$ cat config.mk
export PLATFORM = sky130hd
export DESIGN_NAME = bp_fetch_2bit
export DESIGN_NICKNAME = d
export VERILOG_FILES = /design/src/rtl/bp_fetch_2bit.sv
export SDC_FILE = /design/constraint.sdc
export NUM_CORES = 2
export LEC_CHECK = 0
export BUFFER_PORTS_ARGS = -buffer_cell sky130_fd_sc_hd__buf_2
export CAP_MARGIN = 5
export CORE_MARGIN = 2
export CORE_UTILIZATION = 48
export DETAILED_ROUTE_END_ITERATION = 10
export PLACE_DENSITY = 0.64
export SYNTH_ARGS = -nofsm -noshare
export SYNTH_HDL_FRONTEND = slang
export SYNTH_SLANG_ARGS = --single-unit
export TNS_END_PERCENT = 10
$ cat constraint.sdc
create_clock -name clk_i -period 5.85 [get_ports clk_i]
set_input_delay 0.8775 -clock clk_i [delete_from_list [all_inputs] [get_ports clk_i]]
set_output_delay 0.8775 -clock clk_i [all_outputs]
set_load 0.05 [all_outputs]
$ cat src/rtl/bp_fetch_2bit.sv
// Fetch-stage PC generator with a direct-mapped BTB and 2-bit saturating direction counters.
// Redirects fetch when the branch resolved in EX disagrees with the prediction carried alongside it.
module bp_fetch_2bit #(
  parameter int          ENTRIES  = 32,
  parameter int          IDX_W    = $clog2(ENTRIES),
  parameter logic [31:0] RESET_PC = 32'h0000_0000
) (
  input  logic        clk_i,
  input  logic        rst_ni,
  input  logic        stall_i,
  output logic [31:0] pc_o,
  output logic        pred_taken_o,
  output logic [31:0] pred_target_o,
  input  logic        ex_valid_i,
  input  logic        ex_is_branch_i,
  input  logic [31:0] ex_pc_i,
  input  logic        ex_taken_i,
  input  logic [31:0] ex_target_i,
  input  logic        ex_pred_taken_i,
  input  logic [31:0] ex_pred_target_i,
  output logic        mispredict_o,
  output logic [31:0] branch_cnt_o,
  output logic [31:0] mispred_cnt_o
);

  localparam int TAG_W = 32 - IDX_W - 2;

  function automatic logic [1:0] ctr_sat(input logic [1:0] c, input logic taken);
    if (taken) begin
      return (c == 2'b11) ? c : c + 2'd1;
    end
    return (c == 2'b00) ? c : c - 2'd1;
  endfunction

  logic             valid_q [ENTRIES];
  logic             valid_d [ENTRIES];
  logic [1:0]       ctr_q   [ENTRIES];
  logic [1:0]       ctr_d   [ENTRIES];
  logic [TAG_W-1:0] tag_q   [ENTRIES];
  logic [TAG_W-1:0] tag_d   [ENTRIES];
  logic [31:0]      tgt_q   [ENTRIES];
  logic [31:0]      tgt_d   [ENTRIES];

  logic [31:0] pc_q, pc_d;
  logic [31:0] br_cnt_q, br_cnt_d;
  logic [31:0] mp_cnt_q, mp_cnt_d;

  logic [IDX_W-1:0] f_idx;
  logic [TAG_W-1:0] f_tag;
  logic             f_hit;
  logic [IDX_W-1:0] ex_idx;
  logic [TAG_W-1:0] ex_tag;
  logic             ex_hit;
  logic             res;
  logic [31:0]      ex_seq;
  logic [31:0]      actual;
  logic [31:0]      predicted;

  // Fetch-side lookup on the registered PC
  always_comb begin
    f_idx         = pc_q[IDX_W+1:2];
    f_tag         = pc_q[31:IDX_W+2];
    f_hit         = valid_q[f_idx] && (tag_q[f_idx] == f_tag);
    pred_taken_o  = f_hit && ctr_q[f_idx][1];
    pred_target_o = pred_taken_o ? tgt_q[f_idx] : pc_q + 32'd4;
  end

  // EX-side resolution against the prediction that travelled with the branch
  always_comb begin
    res          = ex_valid_i && ex_is_branch_i;
    ex_seq       = ex_pc_i + 32'd4;
    actual       = ex_taken_i ? ex_target_i : ex_seq;
    predicted    = ex_pred_taken_i ? ex_pred_target_i : ex_seq;
    mispredict_o = res && (actual != predicted);
    ex_idx       = ex_pc_i[IDX_W+1:2];
    ex_tag       = ex_pc_i[31:IDX_W+2];
    ex_hit       = valid_q[ex_idx] && (tag_q[ex_idx] == ex_tag);
  end

  always_comb begin
    valid_d = valid_q;
    ctr_d   = ctr_q;
    tag_d   = tag_q;
    tgt_d   = tgt_q;
    if (res) begin
      if (ex_hit) begin
        ctr_d[ex_idx] = ctr_sat(ctr_q[ex_idx], ex_taken_i);
        if (ex_taken_i) begin
          tgt_d[ex_idx] = ex_target_i;
        end
      end else if (ex_taken_i) begin
        valid_d[ex_idx] = 1'b1;
        tag_d[ex_idx]   = ex_tag;
        tgt_d[ex_idx]   = ex_target_i;
        ctr_d[ex_idx]   = 2'b10;
      end
    end
  end

  // A mispredict redirect wins over stall so the flush is never lost
  always_comb begin
    pc_d = pred_target_o;
    if (mispredict_o) begin
      pc_d = actual;
    end else if (stall_i) begin
      pc_d = pc_q;
    end
    br_cnt_d = res ? br_cnt_q + 32'd1 : br_cnt_q;
    mp_cnt_d = mispredict_o ? mp_cnt_q + 32'd1 : mp_cnt_q;
  end

  always_ff @(posedge clk_i or negedge rst_ni) begin
    if (!rst_ni) begin
      pc_q     <= RESET_PC;
      br_cnt_q <= '0;
      mp_cnt_q <= '0;
      for (int i = 0; i < ENTRIES; i++) begin
        valid_q[i] <= 1'b0;
        ctr_q[i]   <= 2'b01;
      end
    end else begin
      pc_q     <= pc_d;
      br_cnt_q <= br_cnt_d;
      mp_cnt_q <= mp_cnt_d;
      valid_q  <= valid_d;
      ctr_q    <= ctr_d;
    end
  end

  // Tag and target payload are only meaningful behind a set valid bit
  always_ff @(posedge clk_i) begin
    tag_q <= tag_d;
    tgt_q <= tgt_d;
  end

  assign pc_o          = pc_q;
  assign branch_cnt_o  = br_cnt_q;
  assign mispred_cnt_o = mp_cnt_q;

endmodule

Word level (Yosys, flattened, before mapping)
Index checks and enable logic that the tools add are counted.
W data, S select, Z words.
{ "word_totals": {"input_bits": 103, "word_cells": 211, "reg_bits": 2016} }
{ "op_classes": {"bitwise_logic": 7, "reduce_logical": 11, "n_lt_le_gt_ge": 3, "n_eq_ne": 5, "mux": 48, "n_addsub": 6} }
{ "ops": {"columns": ["cell", "count"], "rows": [
  ["$bwmux W1024", 1],
  ["$bwmux W800", 1],
  ["$mux W32", 8],
  ["$bmux W25 S5", 2],
  ["$bmux W32 S5", 1],
  ["$demux W32 S5", 1],
  ["$mux W64", 2],
  ["$demux W25 S5", 1],
  ["$mux W25", 5],
  ["$add A32 B1 Y32 const B", 2],
  ["$add A32 B3 Y32 const B", 2],
  ["$bwmux W64", 1],
  ["$or A32 B32 Y32", 2],
  ["$eq A25 B25 Y1", 2],
  ["$and A32 B32 Y32", 1],
  ["$ne A32 B32 Y1", 1],
  ["$not A32 Y32", 1],
  ["$mux W2", 11],
  ["$bmux W2 S5", 2],
  ["$ge A6 B6 Y1 const B", 2],
  ["$not A5 Y6", 2],
  ["$bmux W1 S5", 2],
  ["$demux W2 S5", 1],
  ["$mux W1", 8],
  ["other kinds (12)", 18]
]} }

Depth between registers and ports, before layout
{ "depth": {"depth_word": 13, "mapped_depth": 18, "depth_no_buf": 12} }

Worst setup path after synthesis
Ideal clock, no wire load.
{ "synth_path": {"path_kind": "input to output", "startpoint": "input port ex_pc_i[3]", "endpoint": "output port mispredict_o", "path_stages": 17, "path_buffers": 6, "arrival_time_ns": 4.679, "required_time_ns": 4.973, "slack_ns": 0.293, "cell_sequence": "buf_2 buf_6 clkbuf_1 clkbuf_1 buf_1 inv_1 ha_1 xnor2_1 nand4_1 a2111oi_0 nor4b_1 o2111ai_1 nor4_1 o41ai_2 nor2_2 inv_2 clkbuf_1"} }
{ "synth_via": {"elab_chain_len": 4, "word_cells_on_any_way": 5, "classes_between": "add/sub: 1; eq/ne: 1; mux: 2; reduce/logical: 1"} }
{ "synth_rtl": {"columns": ["element", "line_no", "source"], "rows": [
  ["start, declared", "16", "input logic [31:0] ex_pc_i,"],
  ["$add A32 B3 Y32 (*)", "71", "ex_seq = ex_pc_i + 32'd4;"],
  ["$mux W32, on equally long branches", "72, 73", null],
  ["$ne A32 B32 Y1 (*)", "74", "mispredict_o = res && (actual != predicted);"],
  ["$logic_and A1 B1 Y1 (*)", "74", null],
  ["end, declared", "21", "output logic mispredict_o,"]
]} }
Every way passes the cells marked *; elsewhere a longest branch is shown, timed or not.

Worst setup path after layout
{ "layout_path": {"startpoint": "register pc_q[2], in the netlist pc_o[2]", "endpoint": "output port pred_target_o[0]"} }
{ "layout_via": {"elab_chain_len": 8, "word_cells_on_any_way": 17, "classes_between": "eq/ne: 1; mux: 13; bitwise: 1; reduce/logical: 2"} }
{ "layout_rtl": {"columns": ["element", "line_no", "source"], "rows": [
  ["start, declared", "44", "logic [31:0] pc_q, pc_d;"],
  ["start signal, assigned", "122", "pc_q <= pc_d;"],
  ["$not A5 Y6 (not written as such) (*)", "63, 64, 65", null],
  ["$bmux W25 S5", "63", "f_hit = valid_q[f_idx] && (tag_q[f_idx] == f_tag);"],
  ["$mux W25 (not written as such) (2 in series)", "63", null],
  ["$eq A25 B25 Y1", "63", null],
  ["$logic_and A1 B1 Y1", "63", null],
  ["$logic_and A1 B1 Y1", "64", "pred_taken_o = f_hit && ctr_q[f_idx][1];"],
  ["$mux W32 (*)", "65", "pred_target_o = pred_taken_o ? tgt_q[f_idx] : pc_q + 32'd4;"],
  ["end, declared", "13", "output logic [31:0] pred_target_o,"]
]} }
Every way passes the cells marked *; elsewhere a longest branch is shown, timed or not. The select of a mux whose other input is x is not followed.

==> out/results.ini <==
[grt]
grt_util_met3_pct=7.79
grt_util_met2_pct=50.3
gr-total-overflow=0
antenna_found_initial=30
met1_usage_pct=40.7
grt_max_degree=121
busiest_layer=met2
grt_pass1_vias=52700
track_usage_pct=32.0
grt_pass1_wl_um=415000

[pwr]
pwr-share-clk_pct=35.4
p_leak_uw=0.0350
switching_share_pct=27.8
internal_power_uw=26200
power.density_nw_per_um2=345
ir_worst_vdd_v=0.000267
seqPwrFrac_pct=44.6
total_power_uw=36300
p_comb_share_pct=20.0
power_switching_uw=10100

[layout]
mostFrequentLayoutCells=edfxtp_1, mux4_2, buf_4
drive_gt1_share_pct=34.8
fill_cells=13800
final_design_area_no_fill_um2=105000
final_common_cell=edfxtp_1
syn_to_final_growth_pct=18.5
nNetsFinal=5493

[worst_setup_path]
reg2reg_depth=17
critPathKind=reg2out
critical_path.endpoint=pred_target_o[0]
cp_max_fo=6
crit_arrival_ps=4960
startpoint=pc_o[2]$_DFFE_PN0P_
worstReg2RegEnd=pc_o[4]$_DFFE_PN0P_
endpoint_kind=output pin
regToRegStartpoint=pc_o[2]$_DFFE_PN0P_
required_ps=4970
r2r_setup_slack_ps=1160
critPathLaunchType=flip-flop

[placement]
place_area_um2=97700
place_hpwl_um=194000
port_buffers=232
place_congestion=0.993

[routing]
drc=0
drt_pass1_iterations=6
dr.first_iter.drc_count=7579
post_drt_wl_per_cell_um=37.5
wl_um=301000
num_vias=53800
avgViaCountPerCell=6.70
ant_nets=0

[clock_tree]
clk_pin_slew_worst_paths_ps=60
htree_levels=4
holdBufCountCts=0
cts_root_buf=clkbuf_16
clkLatencyLatePin_ps=870
cts.sinks=2016
cts_tree=done
numCtsBuffers=200
clockBufferDepth=3

[run_status]
status=complete, no violations

[timing]
clock_skew_ps=46.7
hold_violations=0
slew_headroom_pct=21.6
rsz0062_at_grt=yes
post-route-period-util_pct=99.9
min_period_ps=5840
clock.fmax_mhz=171
hold_ws_ps=120
tightest_slew_ps=1180
setup_viol=0
finalMaxSlewViolations=0

[yosys]
synth-edff-count=1824
synth_area_per_cell_um2=18.5
synth_seq_cells=2016
synth_area_um2=88800
ys_warn_count=0
yosysSeqAreaShare_pct=67.1
synth_top_area_share_pct=61.7
synth_ff_type=edfxtp_1
synth_area_leaders=edfxtp_1, mux4_2, dfrtp_1
syn_nets=4899
synth_top_area_cell=edfxtp_1
synth-async-reset-ratio_pct=9.52
syn_inst=4789
ys_types=86

[die]
die_w_um=434
start_util_pct=48.4
ioPinCount=233
die_h_um=434
core_um2=183000
row_count=157
dieArea_um2=188000

[flow_run]
cap_violations=0

[min_path]
hold_class=in2async

==> flip-flops by register name, indices dropped and copies added (netlist names) <==
| register | count |
|---|---|
| tgt_q | 1024 |
| tag_q | 800 |
| ctr_q | 64 |
| branch_cnt_o | 32 |
| mispred_cnt_o | 32 |
| pc_o | 32 |
| valid_q | 32 |
==> per-stage QoR <==
stage,TNS [ps],setup WS (ps),cells,utilization (%)
finish,0,8.45,8030,57.4
detailed placement,0,293,7614,53.2
floorplan,0,293,4789,-
CTS,-92.5,-31.5,7998,57.0
global route,-619,-75.5,8026,57.4
global placement,0,256,7614,53.2
==> timing repair <==
item                       4_1_cts  5_1_grt
cloned                           3        5
setup endpoints to repair       33       33
setup buffers                   10       13
pin swaps                        4       14
gates resized for setup         50       99
==> how the worst min path moves through the flow <==
stage / start / endpoint / slack (ps) / cells after the start
2_1_floorplan: valid_q[1]$_DFFE_PN0P_ / valid_q[1]$_DFFE_PN0P_ / 450 / 1
3_3_place_gp: branch_cnt_o[31]$_DFFE_PN0P_ / branch_cnt_o[31]$_DFFE_PN0P_ / 460 / 1
3_5_place_dp: mispred_cnt_o[31]$_DFFE_PN0P_ / mispred_cnt_o[31]$_DFFE_PN0P_ / 470 / 1
4_1_cts: rst_ni / branch_cnt_o[22]$_DFFE_PN0P_ / 120 / 1
5_1_grt: rst_ni / branch_cnt_o[23]$_DFFE_PN0P_ / 160 / 1
6_report: rst_ni / branch_cnt_o[23]$_DFFE_PN0P_ / 120 / 1
==> power by group through the flow <==
| stage | clock network, uW | registers, uW | logic (uW) |
|---|---|---|---|
| CTS | 13000 | 16200 | 6980 |
| global route | 13500 | 16200 | 7490 |
| floorplan | 0 | 16600 | 3710 |
| finish | 12900 | 16200 | 7260 |
| global placement | 0 | 16500 | 6790 |
| detailed placement | 0 | 16500 | 6800 |
==> cell usage after synthesis, types with 35 or more instances <==
cell type and n:
edfxtp_1 1824, mux4_2 685, a22oi_1 174, mux2i_1 174, dfrtp_1 160, clkbuf_1 156, xnor2_1 146, nand2_1 139
nand3_1 134, nor2_1 132, buf_2 96, o21ai_0 96, xor2_1 83, nand4_1 70, a21oi_1 61, and2_1 43
a211oi_1 36, buf_1 35, nor3_1 35
==> worst max-delay path, stage by stage, from the launching register on <==
cell,delay (ps)
dfrtp_4,550
clkbuf_16,220
buf_16,150
buf_4,130
mux4_2,430
a22oi_2,210
and3_4,220
a31oi_1,40
buf_4,200
xnor2_2,130
buf_4,160
nand4_1,100
or4_4,650
or2_4,320
inv_4,70
mux2_2,330
buf_6,150
==> area by class of cell <==
| type | instances | area [um2] | share of cell area (%) |
|---|---|---|---|
| multi-input combinational | 2423 | 28500 | 27.1 |
| sequential | 2016 | 59600 | 56.7 |
| inverter | 22 | 92.6 | 0.0880 |
| antenna | 14 | 35.0 | 0.0333 |
| tap | 2464 | 3080 | 2.93 |
| clock buffer | 255 | 5340 | 5.07 |
| clock inverter | 116 | 1170 | 1.11 |
| timing repair buffer | 720 | 7370 | 7.00 |
==> kinds of logic (layout without fill, tap and decap cells) <==
kind of cell	count (synthesis)	after routing	share of synthesized area (%)
other	0	14	0
adder cells (fa/ha/maj)	8	8	0.110
AND/OR/NAND/NOR	727	727	4.27
multiplexers	895	895	19.8
buffers and inverters	350	1113	1.89
XOR/XNOR	235	235	2.41
AO/OA/AOI/OAI	558	558	4.39
flip-flops	2016	2016	67.1
==> routing by layer <==
| metal | vias to the layer above | routed length [um] |
|---|---|---|
| li1 | 21200 | - |
| met1 | 28300 | 106000 |
| met2 | 3459 | 143000 |
| met3 | 811 | 30800 |
| met4 | 18 | 21600 |
| met5 | - | 111 |
Power figures use the tool's default switching activity.
